$ cat src/rtl/eco32f_serdiv_if.sv
// Handshake and operand/result bundle for the eco32f_serdiv iterative divider.
// The master side drives requests; the slave side is the divider itself.
interface eco32f_serdiv_if #(
    parameter int WIDTH = 32
);
    logic             start;
    logic             kill;
    logic             signed_op;
    logic [WIDTH-1:0] dividend;
    logic [WIDTH-1:0] divisor;
    logic             busy;
    logic             done;
    logic [WIDTH-1:0] quotient;
    logic [WIDTH-1:0] remainder;
    logic             div_by_zero;

    modport master (
        output start, kill, signed_op, dividend, divisor,
        input  busy, done, quotient, remainder, div_by_zero
    );

    modport slave (
        input  start, kill, signed_op, dividend, divisor,
        output busy, done, quotient, remainder, div_by_zero
    );
endinterface

$ cat src/rtl/eco32f_serdiv.sv
// Radix-2 restoring divider, one quotient bit per cycle, signed/unsigned, with kill.
// Optional leading-zero skip of the dividend: define ECO32F_SERDIV_EARLY_OUT_EN.
module eco32f_serdiv #(
    parameter int WIDTH = 32,
    parameter int CNT_W = 6
) (
    input logic          clk,
    input logic          rst,
    eco32f_serdiv_if.slave bus
);

    typedef enum logic [1:0] {IDLE, LOAD, BUSY, DONE} state_t;

    state_t           state_q, state_d;
    logic [WIDTH-1:0] x_raw, n_q, d_q, r_q;
    logic [WIDTH-1:0] q_out, r_out;
    logic [CNT_W-1:0] cnt_q;
    logic             neg_q, neg_r, dz_out;
    logic             accept, last_iter, load_skip;
    logic [WIDTH:0]   shifted;
    logic [WIDTH-1:0] r_sub, r_nxt, n_nxt;
    logic             diff_ok;

    function automatic logic [WIDTH-1:0] mag(input logic s, input logic [WIDTH-1:0] v);
        return (s && v[WIDTH-1]) ? -v : v;
    endfunction

    assign accept    = (state_q == IDLE || state_q == DONE) && bus.start && !bus.kill;
    assign last_iter = (state_q == BUSY) && (cnt_q == CNT_W'(1));

    // The shifted partial remainder needs WIDTH+1 bits: with a divisor near 2^WIDTH
    // the remainder can use its top bit before the shift.
    assign shifted = {r_q, n_q[WIDTH-1]};
    assign diff_ok = (shifted >= {1'b0, d_q});
    assign r_sub   = WIDTH'(shifted - {1'b0, d_q});
    assign r_nxt   = diff_ok ? r_sub : shifted[WIDTH-1:0];
    assign n_nxt   = {n_q[WIDTH-2:0], diff_ok};

`ifdef ECO32F_SERDIV_EARLY_OUT_EN
    logic [CNT_W-1:0] lz;

    function automatic logic [CNT_W-1:0] clz(input logic [WIDTH-1:0] v);
        logic [CNT_W-1:0] c;
        c = CNT_W'(WIDTH);
        for (int i = 0; i < WIDTH; i++) begin
            if (v[i]) c = CNT_W'(WIDTH - 1 - i);
        end
        return c;
    endfunction

    assign lz        = clz(n_q);
    assign load_skip = (n_q == '0);
`else
    assign load_skip = 1'b0;
`endif

    always_ff @(posedge clk or negedge rst) begin
        if (!rst) begin
            state_q <= IDLE;
        end else begin
            state_q <= state_d;
        end
    end

    // NOTE: combinational logic uses blocking '=' and assigns every output a default
    // before any branch, so no latch is inferred; clocked state always uses '<='.
    always_comb begin
        state_d = state_q;
        unique case (state_q)
            IDLE:    if (accept) state_d = LOAD;
            LOAD:    state_d = (d_q == '0 || load_skip) ? DONE : BUSY;
            BUSY:    if (cnt_q == CNT_W'(1)) state_d = DONE;
            DONE:    state_d = accept ? LOAD : IDLE;
            default: state_d = IDLE;
        endcase
        if (bus.kill) state_d = IDLE;
    end

    always_ff @(posedge clk or negedge rst) begin
        if (!rst) begin
            x_raw  <= '0;
            n_q    <= '0;
            d_q    <= '0;
            r_q    <= '0;
            cnt_q  <= '0;
            neg_q  <= 1'b0;
            neg_r  <= 1'b0;
            q_out  <= '0;
            r_out  <= '0;
            dz_out <= 1'b0;
        end else begin
            if (accept) begin
                x_raw <= bus.dividend;
                n_q   <= mag(bus.signed_op, bus.dividend);
                d_q   <= mag(bus.signed_op, bus.divisor);
                neg_q <= bus.signed_op & (bus.dividend[WIDTH-1] ^ bus.divisor[WIDTH-1]);
                neg_r <= bus.signed_op & bus.dividend[WIDTH-1];
            end

            if (state_q == LOAD) begin
                r_q <= '0;
`ifdef ECO32F_SERDIV_EARLY_OUT_EN
                n_q   <= n_q << lz;
                cnt_q <= CNT_W'(WIDTH) - lz;
`else
                cnt_q <= CNT_W'(WIDTH);
`endif
                // A killed operation must leave the previous results untouched.
                if (!bus.kill) begin
                    if (d_q == '0) begin
                        q_out  <= '1;
                        r_out  <= x_raw;
                        dz_out <= 1'b1;
                    end else if (load_skip) begin
                        q_out  <= '0;
                        r_out  <= '0;
                        dz_out <= 1'b0;
                    end
                end
            end

            if (state_q == BUSY) begin
                r_q   <= r_nxt;
                n_q   <= n_nxt;
                cnt_q <= cnt_q - CNT_W'(1);
                if (last_iter && !bus.kill) begin
                    q_out  <= neg_q ? -n_nxt : n_nxt;
                    r_out  <= neg_r ? -r_nxt : r_nxt;
                    dz_out <= 1'b0;
                end
            end
        end
    end

    assign bus.busy        = (state_q == LOAD) || (state_q == BUSY);
    assign bus.done        = (state_q == DONE);
    assign bus.quotient    = q_out;
    assign bus.remainder   = r_out;
    assign bus.div_by_zero = dz_out;

endmodule

$ cat src/flat_wrapper.sv
// flat-port wrapper written by rule: the top's interface ports become plain ports
module eco32f_serdiv_flat 
#(
    parameter int WIDTH = 32,
    parameter int CNT_W = 6
)
  (clk, rst, bus_start, bus_kill, bus_signed_op, bus_dividend, bus_divisor, bus_busy, bus_done, bus_quotient, bus_remainder, bus_div_by_zero);
  eco32f_serdiv_if #(.WIDTH(WIDTH)) bus_i ();
  input logic clk;
  input logic rst;
  input wire logic [$bits(bus_i.start)-1:0] bus_start;
  input wire logic [$bits(bus_i.kill)-1:0] bus_kill;
  input wire logic [$bits(bus_i.signed_op)-1:0] bus_signed_op;
  input wire logic [$bits(bus_i.dividend)-1:0] bus_dividend;
  input wire logic [$bits(bus_i.divisor)-1:0] bus_divisor;
  output wire logic [$bits(bus_i.busy)-1:0] bus_busy;
  output wire logic [$bits(bus_i.done)-1:0] bus_done;
  output wire logic [$bits(bus_i.quotient)-1:0] bus_quotient;
  output wire logic [$bits(bus_i.remainder)-1:0] bus_remainder;
  output wire logic [$bits(bus_i.div_by_zero)-1:0] bus_div_by_zero;
  assign bus_i.start = bus_start;
  assign bus_i.kill = bus_kill;
  assign bus_i.signed_op = bus_signed_op;
  assign bus_i.dividend = bus_dividend;
  assign bus_i.divisor = bus_divisor;
  assign bus_busy = bus_i.busy;
  assign bus_done = bus_i.done;
  assign bus_quotient = bus_i.quotient;
  assign bus_remainder = bus_i.remainder;
  assign bus_div_by_zero = bus_i.div_by_zero;
  eco32f_serdiv #(.WIDTH(WIDTH), .CNT_W(CNT_W)) u_core (.clk(clk), .rst(rst), .bus(bus_i));
endmodule
$ cat config.mk
export PLATFORM = sky130hd
export DESIGN_NAME = eco32f_serdiv_flat
export DESIGN_NICKNAME = d
export VERILOG_FILES = /design/src/rtl/eco32f_serdiv_if.sv /design/src/rtl/eco32f_serdiv.sv /design/src/flat_wrapper.sv
export SDC_FILE = /design/constraint.sdc
export NUM_CORES = 1
export LEC_CHECK = 0
export BUFFER_PORTS_ARGS = -buffer_cell sky130_fd_sc_hd__buf_2
export CORE_ASPECT_RATIO = 1.25
export CORE_UTILIZATION = 30
export DETAILED_ROUTE_END_ITERATION = 8
export GPL_TIMING_DRIVEN = 0
export SETUP_SLACK_MARGIN = 0.3
export SKIP_LAST_GASP = 1
export SLEW_MARGIN = 20
export SYNTH_ARGS = -nofsm -noshare
export SYNTH_HDL_FRONTEND = slang
export SYNTH_SLANG_ARGS = --single-unit
$ cat constraint.sdc
create_clock -name clk -period 14.6 [get_ports clk]
set_clock_uncertainty 0.05 [all_clocks]
set_input_delay 2.19 -clock clk [delete_from_list [all_inputs] [get_ports clk]]
set_output_delay 2.19 -clock clk [all_outputs]
set_load 0.01 [all_outputs]
==> impl_summary.log, run 1 <==
INFO  metric grt.total_usage = 0.209
INFO  metric min_period = 6.37 ns
INFO  metric worstSetupStartpoint = u_core.d_q[5]
INFO  metric clockRootBuffer = clkbuf_16
INFO  metric r2r.worst_path.cells = 21
INFO  metric worst_ir_drop_vdd = 0.0000738 V
INFO  metric die_width = slightly below 200 um
INFO  metric total_die_area = roughly 47000 um^2
INFO  metric result_of_the_run = finished clean
INFO  metric timing.final.crit_share = 0.436
INFO  metric multi_input_comb_area = about 8200 um^2
INFO  metric detailedPlacementHpwl = approximately 40000 um
INFO  metric yosys.cell_count.top_type = nand2_1
INFO  metric synthTopCellsByCount = nand2_1, dfrtp_1, a21oi_1, o21ai_0, nor2_1
INFO  metric synthTopCellsByArea = dfrtp_1, nand2_1, a21oi_1, o21ai_0, xor2_1
INFO  metric worstPathArrival = 6.74 ns
INFO  metric max_cap_violations = 0
INFO  metric nFillCells = 4818
INFO  metric cts_tree = done
INFO  metric number_of_flops_mapped_to_enable_cells_by_yosys = 0
INFO  metric wire_length_of_the_first_global_routing_pass = 77400 um
INFO  metric remaining_drc_errors = 0
INFO  metric drt-wirelength-per-cell = between 20 and 25 um
INFO  metric rsz0062_at_grt = false
INFO  metric grt_remaining_overflow = 0
INFO  metric ys.flop_type = dfrtp_1
INFO  metric clkTransAtPathRegs = 0.06 ns
INFO  metric skew_pair_late_insertion_delay = approximately 0.55 ns
INFO  metric maximum_number_of_buffers_from_clock_root_to_sink = 3
INFO  metric timing.critical_path.required = 14.98 ns
INFO  metric ioPinCount = about 140
INFO  metric drt-pass1-iter-count = 5
INFO  metric reg_to_reg_start = u_core.d_q[5]
INFO  metric async_flop_share = 1.00
INFO  metric setup.worst_path.end_class = flip-flop
INFO  metric total_leakage_power = 7.10 nW
INFO  metric dieHeight = between 200 and 250 um
INFO  metric ys.warnings.count = 0
INFO  metric tightest_slew = between 0.9 and 1 ns
INFO  metric area.sequential = 5080 um^2
INFO  metric routed-via-count = approximately 13k
INFO  metric timing.fmax = 157 MHz
INFO  metric syn-cell-area = between 10000 and 15000 um^2
INFO  metric post_drt_via_cell_ratio = about 5.4
INFO  metric reg2reg_setup_slack = 8.23 ns
INFO  metric cts_hold_buffers = 0
INFO  metric via_count_of_the_first_global_routing_pass = 13.4k
INFO  metric hold_viol = 0
INFO  metric grt_antenna_before_repair = 0
INFO  metric core = 46000 um^2
INFO  metric synth_seq_area_share = 0.364
INFO  metric grt_start_max_net_pins = between 90 and 100
INFO  metric yosys.cell_types.count = 91
INFO  metric cell_type_contributing_the_most_total_cell_area_after_synthesis = dfrtp_1
INFO  metric synthCells = about 1.7k
INFO  metric final_max_slew_viol_count = 0
INFO  metric reg2reg_to = u_core.bus.remainder[30]
INFO  metric holdCritPathClass = flip-flop to flip-flop
INFO  metric port_buffers = ~130
INFO  metric critPathMaxFanout = 10
INFO  metric postSynthNetCount = approximately 1.8k
INFO  metric rows = just under 90
INFO  metric finalSetupViolCount = 0
INFO  metric setup_total_negative_slack = 0 ns
INFO  metric crit_path_start_kind = flip-flop
INFO  metric fin_hold_ws = 0.432 ns
INFO  metric post-cts-setup-buffers = 0
INFO  metric drive_above_1_share = 0.125
INFO  metric relSlewSlack = 0.390
INFO  metric timing_worst_setup_path_type = flip-flop to flip-flop
INFO  metric drt_iter0_drcs = roughly 1.0k
INFO  metric post_cts_resize_count = 0
INFO  metric ant_nets = 0
INFO  metric syn2layout_area_growth = 16.9%
INFO  metric power.density = between 150 and 200 nW/um^2
INFO  metric finalNetCount = approximately 2.0k
INFO  metric postSynthRegisterBits = around 200
INFO  metric wirelength = roughly 50000 um
INFO  metric cts_htree_levels = 1
INFO  metric gp_congestion = slightly above 0.9
INFO  metric cts-buffers-inserted = 24
INFO  metric floorplan.initialDensity = 0.303
INFO  metric synthDominantCellAreaShare = 0.364
INFO  metric synth_area_per_cell = roughly 8.1 um^2
INFO  metric cts_sinks = 203
INFO  metric critPathCapture = u_core.bus.remainder[30]
## cells in the final DEF, fill, tap and decap left out, types with 10 or more instances in the layout
master / instances
buf_1: 13
nor4_1: 18
nor2b_1: 12
xor2_1: 74
inv_1: 88
o41ai_1: 11
nand3_1: 31
mux2i_1: 29
o31ai_1: 27
o211ai_1: 15
nand2_1: 254
nand4_1: 24
clkbuf_16: 24
ha_1: 42
buf_2: 149
or4_1: 16
clkbuf_1: 70
o22ai_1: 34
o21ai_1: 16
nor2_1: 106
a211oi_1: 14
a21oi_1: 153
nor3_1: 71
and3_1: 10
dfrtp_1: 203
or3_1: 20
o21ai_0: 142
a21o_1: 13
xnor2_1: 56
## sequential cells by signal, indices dropped and copies added (netlist names)
register                cells
u_core.state_q              2
u_core.neg_q                1
u_core.neg_r                1
u_core.x_raw               32
u_core.r_q                 32
u_core.n_q                 32
u_core.d_q                 32
u_core.bus.remainder       32
u_core.bus.quotient        32
u_core.cnt_q                6
u_core.bus.div_by_zero      1
## final cells by class
type                       instances  area share
antenna                            1    0.000153
buffer                           100      0.0243
clock buffer                      28      0.0402
clock inverter                    16      0.0141
inverter                          89      0.0205
multi-input combinational       1327       0.499
sequential                       203       0.311
tap                              585      0.0449
timing repair buffer             136      0.0452
## per-layer routing
metal	routed length, um	global-route usage	up-vias	part of all wire
li1	-	-	6501	-
met1	20000	0.247	6414	0.40
met2	25000	0.374	471	0.50
met3	2530	0.0239	101	0.051
met4	2470	0.0998	0	0.049
met5	0	0	-	0
## metrics by stage
| stage | instances | utilization | setup slack (ns) | cell area (um^2) | power (mW) |
|---|---|---|---|---|---|
| 3_5_place_dp | 2440 | 0.335 | 8.29 | 15400 | 2.11 |
| 5_1_grt | 2484 | 0.355 | 7.86 | 16300 | 2.99 |
| 4_1_cts | 2484 | 0.355 | 8.26 | 16300 | 2.79 |
| 3_3_place_gp | 2437 | 0.334 | 7.76 | 15400 | 2.08 |
| 2_1_floorplan | 1719 | - | 9.73 | 14000 | 1.69 |
| 6_report | 2485 | 0.355 | 8.23 | 16300 | 2.79 |
## where the power goes
part / switching [mW] / internal, mW / total [mW] / leakage, nW
Clock: 0.262 / 0.412 / 0.674 / 0.438
Sequential: 0.177 / 0.730 / 0.907 / 2.60
Combinational: 0.783 / 0.422 / 1.20 / 4.06
## worst max-delay path, stage by stage, from the launching register on
cell,delay [ns]
dfrtp_1,0.54
inv_1,0.08
ha_1,0.28
buf_2,0.17
nand2_1,0.13
nor2_1,0.49
o211a_2,0.39
o211ai_4,0.19
nand2_1,0.16
buf_2,0.27
buf_1,0.51
clkbuf_1,0.46
nand2_1,0.10
o21ai_0,0.19
ha_1,0.30
nand2_1,0.12
nor4_1,0.43
mux2_2,0.30
o21a_1,0.24
nand3_1,0.13
or4_1,0.53
and3_1,0.18
## how the worst min path moves through the flow
| stage | from | endpoint | slack (ns) | cells after the start |
|---|---|---|---|---|
| CTS | u_core.x_raw[19] | u_core.x_raw[19] | 0.43 | 2 |
| global route | u_core.x_raw[3] | u_core.x_raw[3] | 0.46 | 2 |
| global placement | u_core.x_raw[21] | u_core.x_raw[21] | 0.41 | 2 |
| finish | u_core.x_raw[19] | u_core.x_raw[19] | 0.43 | 2 |
| detailed placement | u_core.x_raw[5] | u_core.x_raw[5] | 0.41 | 2 |
| floorplan | u_core.x_raw[21] | u_core.x_raw[21] | 0.39 | 2 |
## cells by family (layout without fill, tap and decap cells)
kind of cell | after synthesis | count (layout) | synth area share
AOI/OAI and AO/OA | 508 | 508 | 0.229
xor gates and xnor gates | 130 | 130 | 0.0816
adders and majority gates | 43 | 43 | 0.0391
buffers and inverters | 189 | 369 | 0.0524
DFF | 203 | 203 | 0.364
muxes | 37 | 37 | 0.0273
other | 0 | 1 | 0
and+or+nand+nor | 609 | 609 | 0.207
Power figures use the tool's default switching activity.
==> inputs of run 2 (changes only) <==
clock period = 5.2 ns   (was 14.6 ns; I/O delays follow)
==> run 2 against run 1 <==
Clock power rose to 2.8 times the previous value. First-iteration DRC count grew 1.7%. Core utilization increased by 1.2 points. Largest power group unchanged. Die area unchanged. Largest cell class unchanged. Clock-buffer cell count is the same. Final cell count up 0.72%. Cell area up 3.4%. Sequential power rose to 2.8 times the previous value. Critical endpoint is now u_core.bus.quotient[26]. Sequential cell count is the same. Register-to-register slack got worse by 7.8 ns. Fmax up 34%. Power increased to 2.9 times the previous value.
==> impl_summary.log, run 2 (same netlist as run 1, synthesis figures left out) <==
INFO  metric finalNetCount = around 2.0k
INFO  metric die_width = roughly 200 um
INFO  metric min_period = ~4.8 ns
INFO  metric timing.final.crit_share = 0.917
INFO  metric total_die_area = approximately 47000 um^2
INFO  metric grt_antenna_before_repair = 0
INFO  metric power.density = between 400 and 500 nW/um^2
INFO  metric antenna-diode-count = 0
INFO  metric rsz0062_at_grt = false
INFO  metric drt-wirelength-per-cell = ~20 um
INFO  metric cts_htree_levels = 1
INFO  metric setup.worst_path.end_class = flip-flop
INFO  metric critPathMaxFanout = 10
INFO  metric skew_pair_late_insertion_delay = 0.55 ns
INFO  metric final_cell_count_no_fill = approximately 2.5k
INFO  metric worstPathArrival = roughly 5 ns
INFO  metric dieHeight = 243 um
INFO  metric grt.total_usage = 0.211
INFO  metric worst_ir_drop_vdd = roughly 0.00021 V
INFO  metric top_library_cells_by_usage_in_the_layout_fill_and_taps_aside = nand2_1, dfrtp_1, a21oi_1
INFO  metric final_util = 0.367
INFO  metric ant_nets = 0
INFO  metric slowest_stage = or4_4
INFO  metric hold_viol = 0
INFO  metric via_count_of_the_first_global_routing_pass = between 10k and 15k
INFO  metric total_leakage_power = around 7.3 nW
INFO  metric relSlewSlack = 0.372
INFO  metric drt-pass1-iter-count = 5
INFO  metric final_max_slew_viol_count = 0
INFO  metric grt_start_max_net_pins = 93
INFO  metric post-layout-total-power = just over 8 mW
INFO  metric ioPinCount = approximately 140
INFO  metric tightest_slew = about 0.94 ns
INFO  metric holdCritPathClass = input port to asynchronous set/reset pin
INFO  metric drive_above_1_share = 0.169
INFO  metric post_drt_via_cell_ratio = 5.42
INFO  metric clockRootBuffer = clkbuf_16
INFO  metric timing.fmax = 210 MHz
INFO  metric cts-buffers-inserted = 24
INFO  metric cts_tree = done
INFO  metric routed-via-count = about 14k
INFO  metric commonest_non_fill_non_tap_cell_in_the_layout = nand2_1
INFO  metric core = 46000 um^2
INFO  metric maximum_number_of_buffers_from_clock_root_to_sink = 3
INFO  metric detailedPlacementHpwl = around 40000 um
INFO  metric floorplan.initialDensity = 0.303
INFO  metric gp_congestion = between 0.9 and 1
INFO  metric max_cap_violations = 0
INFO  metric fin_hold_ws = 0.0327 ns
INFO  metric timing_worst_setup_path_type = flip-flop to flip-flop
INFO  metric cts_sinks = about 200
INFO  metric remaining_drc_errors = 0
INFO  metric wirelength = 50700 um
INFO  metric result_of_the_run = finished clean
INFO  metric port_buffers = ~130
INFO  metric grt_remaining_overflow = 0
INFO  metric wire_length_of_the_first_global_routing_pass = 78100 um
INFO  metric rows = 88
INFO  metric critPathMostFrequentCell = buf_12
INFO  metric clkTransAtPathRegs = ~0.06 ns
INFO  metric path_cells = ha_1 -> clkbuf_4 -> nand4_1 -> nor3_4 -> a311oi_4 -> a2bb2oi_4 -> nand2_2 -> inv_2 -> buf_8 -> buf_12 -> buf_12 -> ha_4 -> nand2_1 -> or4_4 -> or3_4 -> or2_4 -> o41ai_2 -> xor2_1 -> a21oi_1
INFO  metric crit_path_start_kind = flip-flop
INFO  metric cts_hold_buffers = 0
INFO  metric finalSetupViolCount = 0
INFO  metric timing.critical_path.required = roughly 5.6 ns
INFO  metric drt_iter0_drcs = 1020
INFO  metric numPlacedInstances = roughly 2.4k
INFO  metric syn2layout_area_growth = 20.9%
INFO  metric slowest_delay = 0.61 ns
[run 2: per-layer routing]
metal / wire length (um) / GRT usage / up-vias
met5: 0 / 0 / -
met4: 2370 / 0.0975 / 0
met3: 2410 / 0.0245 / 100
met2: 25700 / 0.380 / 434
met1: 20200 / 0.249 / 6512
li1: - / - / 6528
[run 2: power by group]
group	switching (mW)	total (mW)	internal [mW]
registers	0.498	2.56	2.06
logic	2.32	3.60	1.28
clock network	0.742	1.90	1.16
total	3.56	8.06	4.49
[run 2: worst paths after layout]
check	from	endpoint	slack, ns	depth (start not counted)
max	u_core.r_q[19]	u_core.bus.quotient[26]	0.43	19
min	rst	u_core.bus.quotient[6]	0.03	1
max reg2reg	u_core.r_q[19]	u_core.bus.quotient[26]	0.43	19
min reg2reg	u_core.x_raw[21]	u_core.x_raw[21]	0.43	2
max in group asynchronous	rst	u_core.d_q[11]	3.84	3
min in group clk	bus_dividend[9]	u_core.x_raw[9]	0.42	3
[run 2: layout make-up]
cell class,instances,area [um^2]
clock buffers,28,656
plain buffers,100,479
well taps,585,732
multi-input cells,1327,8460
repair buffers,155,881
inverters,89,334
flip-flops and latches,203,5100
fillers,4772,29100
clock inverters,16,230
[run 2: stage by stage]
| step | cell area [um^2] | setup slack, ns | TNS, ns |
|---|---|---|---|
| 2_1_floorplan | 14000 | 0.334 | 0 |
| 3_3_place_gp | 15400 | -1.11 | -52.37 |
| 3_5_place_dp | 15400 | -1.11 | -15.85 |
| 4_1_cts | 16700 | 0.303 | 0 |
| 5_1_grt | 16900 | 0.300 | 0 |
| 6_report | 16900 | 0.434 | 0 |
[run 2: repair_timing]
| item | in CTS | in global routing |
|---|---|---|
| setup endpoints to repair | 25 | 11 |
| gates resized for setup | 79 | 37 |
| pin swaps | 10 | 13 |
| buffers inserted | 12 | 7 |
[run 2: critical path: cells and delay by family (launching register included)]
kind            cells  cell delay [ns]
fa+ha+maj           2             0.46
flops               1             0.45
buf+inv             5             0.74
compound gates      4             0.89
simple gates        7             1.80
xor+xnor            1             0.20
